<file path="src/rtl/module_input_gray_debounce_pkg.sv">
// Shared types and helpers for the Gray/binary input debouncer and its refresh tick.
package module_input_gray_debounce_pkg;

  localparam int unsigned GRAY_MAX_W = 32;

  typedef enum logic [1:0] {
    STEP_NONE = 2'd0,
    STEP_UP   = 2'd1,
    STEP_DN   = 2'd2,
    STEP_JUMP = 2'd3
  } step_e;

  // Prefix-XOR from the MSB; zero-extended inputs decode identically at any narrower width.
  function automatic logic [GRAY_MAX_W-1:0] gray2bin(input logic [GRAY_MAX_W-1:0] g);
    logic [GRAY_MAX_W-1:0] b;
    b = '0;
    b[GRAY_MAX_W-1] = g[GRAY_MAX_W-1];
    for (int i = GRAY_MAX_W - 2; i >= 0; i--) begin
      b[i] = b[i+1] ^ g[i];
    end
    return b;
  endfunction

  function automatic bit params_ok(input int unsigned width,
                                   input int unsigned input_refresh,
                                   input int unsigned stable_samples);
    return (width >= 2) && (width <= GRAY_MAX_W) &&
           (input_refresh >= 2) && (stable_samples >= 1);
  endfunction

endpackage

</file>
<file path="src/rtl/module_refresh_tick.sv">
// Free-running down-counter emitting a one-cycle tick every INPUT_REFRESH cycles.
module module_refresh_tick #(
  parameter int unsigned INPUT_REFRESH = 2700000
) (
  input  logic clk_i,
  input  logic rst_i,
  output logic tick_o
);

  localparam int unsigned CW = (INPUT_REFRESH > 1) ? $clog2(INPUT_REFRESH) : 1;
  localparam logic [CW-1:0] RELOAD = CW'(INPUT_REFRESH - 1);

  logic [CW-1:0] cnt_q, cnt_d;
  logic          tick_q, tick_d;

  always_comb begin
    cnt_d  = cnt_q - CW'(1);
    tick_d = 1'b0;
    if (cnt_q == '0) begin
      cnt_d  = RELOAD;
      tick_d = 1'b1;
    end
  end

  always_ff @(posedge clk_i) begin
    if (!rst_i) begin
      cnt_q  <= RELOAD;
      tick_q <= 1'b0;
    end else begin
      cnt_q  <= cnt_d;
      tick_q <= tick_d;
    end
  end

  assign tick_o = tick_q;

endmodule

</file>
<file path="src/rtl/module_input_gray_debounce.sv">
// Synchronise, decode, debounce and classify a WIDTH-bit pin code sampled on a refresh tick.
module module_input_gray_debounce
  import module_input_gray_debounce_pkg::*;
#(
  parameter int unsigned WIDTH          = 4,
  parameter int unsigned INPUT_REFRESH  = 2700000,
  parameter int unsigned STABLE_SAMPLES = 3
) (
  input  logic             clk_i,
  input  logic             rst_i,
  input  logic [WIDTH-1:0] code_i,
  input  logic             gray_mode_i,
  output logic [WIDTH-1:0] bin_code_o,
  output logic             code_valid_o,
  output logic             dir_up_o,
  output logic             dir_dn_o,
  output logic             jump_o
);

  localparam int unsigned CNT_W = $clog2(STABLE_SAMPLES + 1);
  localparam logic [CNT_W-1:0] CNT_MAX = CNT_W'(STABLE_SAMPLES);

  generate
    if (!params_ok(WIDTH, INPUT_REFRESH, STABLE_SAMPLES)) begin : g_bad_params
      $error("module_input_gray_debounce: illegal parameter combination");
    end
  endgenerate

  logic [WIDTH-1:0] sync1_q, sync2_q;
  logic [WIDTH-1:0] cand_q, cand_d;
  logic [CNT_W-1:0] cnt_q, cnt_d;
  logic [WIDTH-1:0] bin_q;
  logic             valid_q, up_q, dn_q, jump_q;
  logic             tick;
  logic [WIDTH-1:0] s_c;
  logic [WIDTH-1:0] diff_c;
  logic             commit_c;
  step_e            step_c;

  module_refresh_tick #(
    .INPUT_REFRESH(INPUT_REFRESH)
  ) u_tick (
    .clk_i (clk_i),
    .rst_i (rst_i),
    .tick_o(tick)
  );

  // gray_mode_i is quasi-static, so it feeds the decode without synchronisation.
  assign s_c = gray_mode_i ? WIDTH'(gray2bin(GRAY_MAX_W'(sync2_q))) : sync2_q;

  // Debounce and step classification; state only moves on a tick.
  always_comb begin
    cand_d   = cand_q;
    cnt_d    = cnt_q;
    commit_c = 1'b0;
    step_c   = STEP_NONE;
    if (tick) begin
      if (s_c != cand_q) begin
        cand_d = s_c;
        cnt_d  = CNT_W'(1);
      end else if (cnt_q != CNT_MAX) begin
        cnt_d = cnt_q + CNT_W'(1);
      end
      commit_c = (cnt_d == CNT_MAX) && (cand_d != bin_q);
    end
    diff_c = cand_d - bin_q;
    if (commit_c) begin
      if (diff_c == WIDTH'(1)) begin
        step_c = STEP_UP;
      end else if (diff_c == '1) begin
        step_c = STEP_DN;
      end else begin
        step_c = STEP_JUMP;
      end
    end
  end

  always_ff @(posedge clk_i) begin
    if (!rst_i) begin
      sync1_q <= '0;
      sync2_q <= '0;
      cand_q  <= '0;
      cnt_q   <= '0;
      bin_q   <= '0;
      valid_q <= 1'b0;
      up_q    <= 1'b0;
      dn_q    <= 1'b0;
      jump_q  <= 1'b0;
    end else begin
      sync1_q <= code_i;
      sync2_q <= sync1_q;
      cand_q  <= cand_d;
      cnt_q   <= cnt_d;
      valid_q <= commit_c;
      up_q    <= (step_c == STEP_UP);
      dn_q    <= (step_c == STEP_DN);
      jump_q  <= (step_c == STEP_JUMP);
      if (commit_c) begin
        bin_q <= cand_d;
      end
    end
  end

  assign bin_code_o   = bin_q;
  assign code_valid_o = valid_q;
  assign dir_up_o     = up_q;
  assign dir_dn_o     = dn_q;
  assign jump_o       = jump_q;

endmodule

</file>
<file path="config.mk">
export PLATFORM = sky130hd
export DESIGN_NAME = module_input_gray_debounce
export DESIGN_NICKNAME = d
export VERILOG_FILES = /design/src/rtl/module_input_gray_debounce_pkg.sv /design/src/rtl/module_refresh_tick.sv /design/src/rtl/module_input_gray_debounce.sv
export SDC_FILE = /design/constraint.sdc
export NUM_CORES = 1
export LEC_CHECK = 0
export CAP_MARGIN = 20
export CORE_UTILIZATION = 54
export CTS_BUF_LIST = sky130_fd_sc_hd__clkbuf_8
export CTS_CLUSTER_DIAMETER = 150
export DETAILED_ROUTE_END_ITERATION = 12
export PLACE_DENSITY = 0.78
export SLEW_MARGIN = 0
export SYNTH_ARGS = -nofsm -noshare
export SYNTH_HDL_FRONTEND = slang
export SYNTH_SLANG_ARGS = --single-unit
</file>
<file path="constraint.sdc">
create_clock -name clk_i -period 2.44 [get_ports clk_i]
set_clock_uncertainty 0.1 [all_clocks]
set_input_delay 0.366 -clock clk_i [delete_from_list [all_inputs] [get_ports clk_i]]
set_output_delay 0.366 -clock clk_i [all_outputs]
set_load 0.05 [all_outputs]
</file>
==> metrics.md <==
| Metric | Value |
|---|---|
| Core Region | ~3400 um2 |
| Clock insertion delay at the later pin of the skew report | around 0.3 ns |
| RePlAce Congestion | about 0.77 |
| Worst VDD drop | 341 uV |
| Vias per inst | just over 5 |
| Placed insts | 297 |
| Finished Layout Cells | 308 |
| Worst EP required | 2.52 ns |
| Layout cells sized above 1 | 0.183 |
| Synthesized area per cell | between 9 and 10 um2 |
| Residual DRC | 0 |
| Overall power | around 0.0013 W |
| Port Buffers | 14 |
| CP Capture Type | flop |
| Sequential element share of the synthesized area | 0.448 |
| Total gr overflow | 0 |
| Failing checks | setup timing |
| Clk slew on worst S/H paths | 0.08 ns |
| Outcome | finished with violations |
| Starting density of the core | 0.584 |
| CTS tree | done |
| Die ar. | around 4000 um2 |
| CTS Buffer Depth | 2 |
| Unrepaired setup endpoints after global routing | true |
| Total Routing Usage GR | 0.215 |
| Vias | 1562 |
| Vias in the first global route | 1488 |
| Die X | ~63 um |
| CTS Buf Count | 5 |
| Nets@finish | ~270 |
| Slew Limit Fails | 0 |
| Max frequency | 398 MHz |
| PwrDens | about 510 nW/um2 |
| Minimum clock period | 2.52 ns |
| Largest net degree at the start of global routing | 22 |
| First-pass GRT wire length | 6460 um |
| Crit Path Max Fanout | 2 |
| Drt first pass iters | 4 |
| Max Cap Viol | 0 |
| DP Wirelength | 2570 um |
| Routed Antenna Nets | 0 |
| Relative slew margins | 0.490 |
| Pleak | approximately 1 nW |
| CTS Hold Bufs | 0 |
| CP Launch Type | flop |
| Fin util | 0.722 |
| Cell area after synthesis | ~2000 um2 |
| Row count | 21 |
| Initial antenna violation count | 0 |
| Worst hold path class | reg -> reg |
| # diodes | 0 |
| Final worst path period share | 1.03 |
| Worst-Margin Slew | 0.762 ns |
| CTS sink count | 45 |
| Post-synthesis register bit count | between 40 and 50 |
| H-tree levels | 2 |
| Synth cell types | 38 |
| DRT iter0 DRCs | ~80 |
| CTS Root Cell | clkbuf_8 |
| Crit path kind | reg -> reg |
| Ys Warns | 0 |
| Critical path arrival | approximately 2.6 ns |
| Final setup violation count | 2 |
| Die Height | ~63 um |
| WL final | 3600 um |
| Fin. Hold Viols | 0 |
| IO Pins | 15 |
| Syn_nets | 235 |
| WL/cell | between 10 and 15 um |
| Final worst slack | -0.0753 ns |
| Mapped Cells | roughly 220 |
| Layout Area Growth over Synthesis | 23.5% |
| Min Hold Slack | a little over 0.3 ns |
-- layer usage --
metal | vias up | GRT usage | share of wire
met1 | 724 | 0.248 | 0.47
met2 | 25 | 0.352 | 0.47
met5 | - | 0 | 0
met4 | 0 | 0.102 | 0.018
li1 | 808 | - | -
met3 | 5 | 0.0730 | 0.044
-- critical path: stages, from the launching register on --
cell	delay [ns]
dfxtp_2	0.35
xor2_2	0.18
mux2_4	0.32
xor2_1	0.15
a21oi_2	0.14
inv_1	0.06
ha_2	0.18
fa_2	0.35
xor2_2	0.16
nor2_2	0.12
inv_1	0.05
mux2i_1	0.14
a211oi_1	0.09
-- timing repair --
item / 4_1_cts / 5_1_grt
pin swaps: 3 / 5
endpoints found under the setup margin: 3 / 7
gates resized for setup: 3 / 5
buffers inserted: 3 / 0
gates cloned: 0 / 0
-- cells in the final DEF, fill, tap and decap left out, types with 5 or more instances in the layout --
master	instances
clkbuf_8	5
and2_1	11
inv_1	15
xnor2_1	21
a21oi_1	11
dfxtp_1	43
nand2_1	28
xor2_1	8
mux2i_1	5
clkdlybuf4s50_1	13
buf_4	24
nor2_1	26
-- cell type report --
| cell class | instances | area [um2] |
|---|---|---|
| Fill cell | 266 | 958 |
| Multi-Input combinational cell | 158 | 1070 |
| Sequential cell | 45 | 903 |
| Inverter | 13 | 48.8 |
| Clock inverter | 3 | 15.0 |
| Clock buffer | 5 | 68.8 |
| Tap cell | 46 | 57.6 |
| Timing Repair Buffer | 38 | 319 |
-- sequential cells by signal (all words and copies together) (netlist names) --
| name | flops |
|---|---|
| cand_q | 4 |
| jump_o | 1 |
| sync1_q | 4 |
| dir_dn_o | 1 |
| u_tick.tick_o | 1 |
| cnt_q | 2 |
| sync2_q | 4 |
| code_valid_o | 1 |
| dir_up_o | 1 |
| u_tick.cnt_q | 22 |
| bin_code_o | 4 |
-- synth_stat cells (all sizes together) --
cell    instances  share of area
nor2           27          0.050
nand3b          1         0.0037
and2           11          0.034
or3             2         0.0087
buf             4          0.011
nand2b          3          0.013
or4             3          0.011
a21oi          13          0.032
clkbuf          3         0.0056
fa              1          0.010
nor2b           1         0.0031
xor2           10          0.044
dfxtp          45           0.45
xnor2          21          0.091
o21ai           4          0.010
nand3           3         0.0075
inv            13          0.024
mux2i           5          0.025
o31ai           1         0.0037
or4b            1         0.0068
nor4b           1         0.0044
a311o           1         0.0050
mux2            2          0.013
nor4            5          0.023
or2             1         0.0031
a21o            1         0.0037
a211oi          1         0.0037
nand2          28          0.052
a31oi           2         0.0062
nor3            4          0.012
ha              4          0.025
o31a            1         0.0044
-- where the power goes --
group | total, W | internal, W | switching, W
sequential | 0.000750 | 0.000744 | 0.00000577
combinational | 0.0000829 | 0.0000448 | 0.0000380
clock | 0.000439 | 0.000194 | 0.000245
-- path summary, 6_finish.rpt --
kind                                 startpoint  cells after the start  slack, ns               to
worst max-delay path                 sync2_q[2]                     12      -0.08           jump_o
worst min-delay path            u_tick.cnt_q[0]                      1       0.30  u_tick.cnt_q[0]
worst max register to register       sync2_q[2]                     12      -0.08           jump_o
worst min register to register  u_tick.cnt_q[0]                      1       0.30  u_tick.cnt_q[0]
-- cell families after synthesis --
family	Yosys count	share of synthesized area
simple gates	91	0.234
flops	45	0.448
xor+xnor	31	0.135
compound gates	24	0.0691
buf+inv	20	0.0411
mux	7	0.0380
fa+ha+maj	5	0.0348
-- stage by stage --
| stage | setup slack, ns | instance area, um2 | setup TNS, ns |
|---|---|---|---|
| 6_report | -0.0753 | 2480 | -0.0910 |
| 5_1_grt | -0.196 | 2480 | -0.506 |
| 4_1_cts | -0.0974 | 2460 | -0.227 |
| 3_5_place_dp | -0.439 | 2350 | -1.73 |
| 3_3_place_gp | -0.393 | 2350 | -1.52 |
| 2_1_floorplan | -0.0588 | 2030 | -0.0831 |
Power figures use the tool's default switching activity.
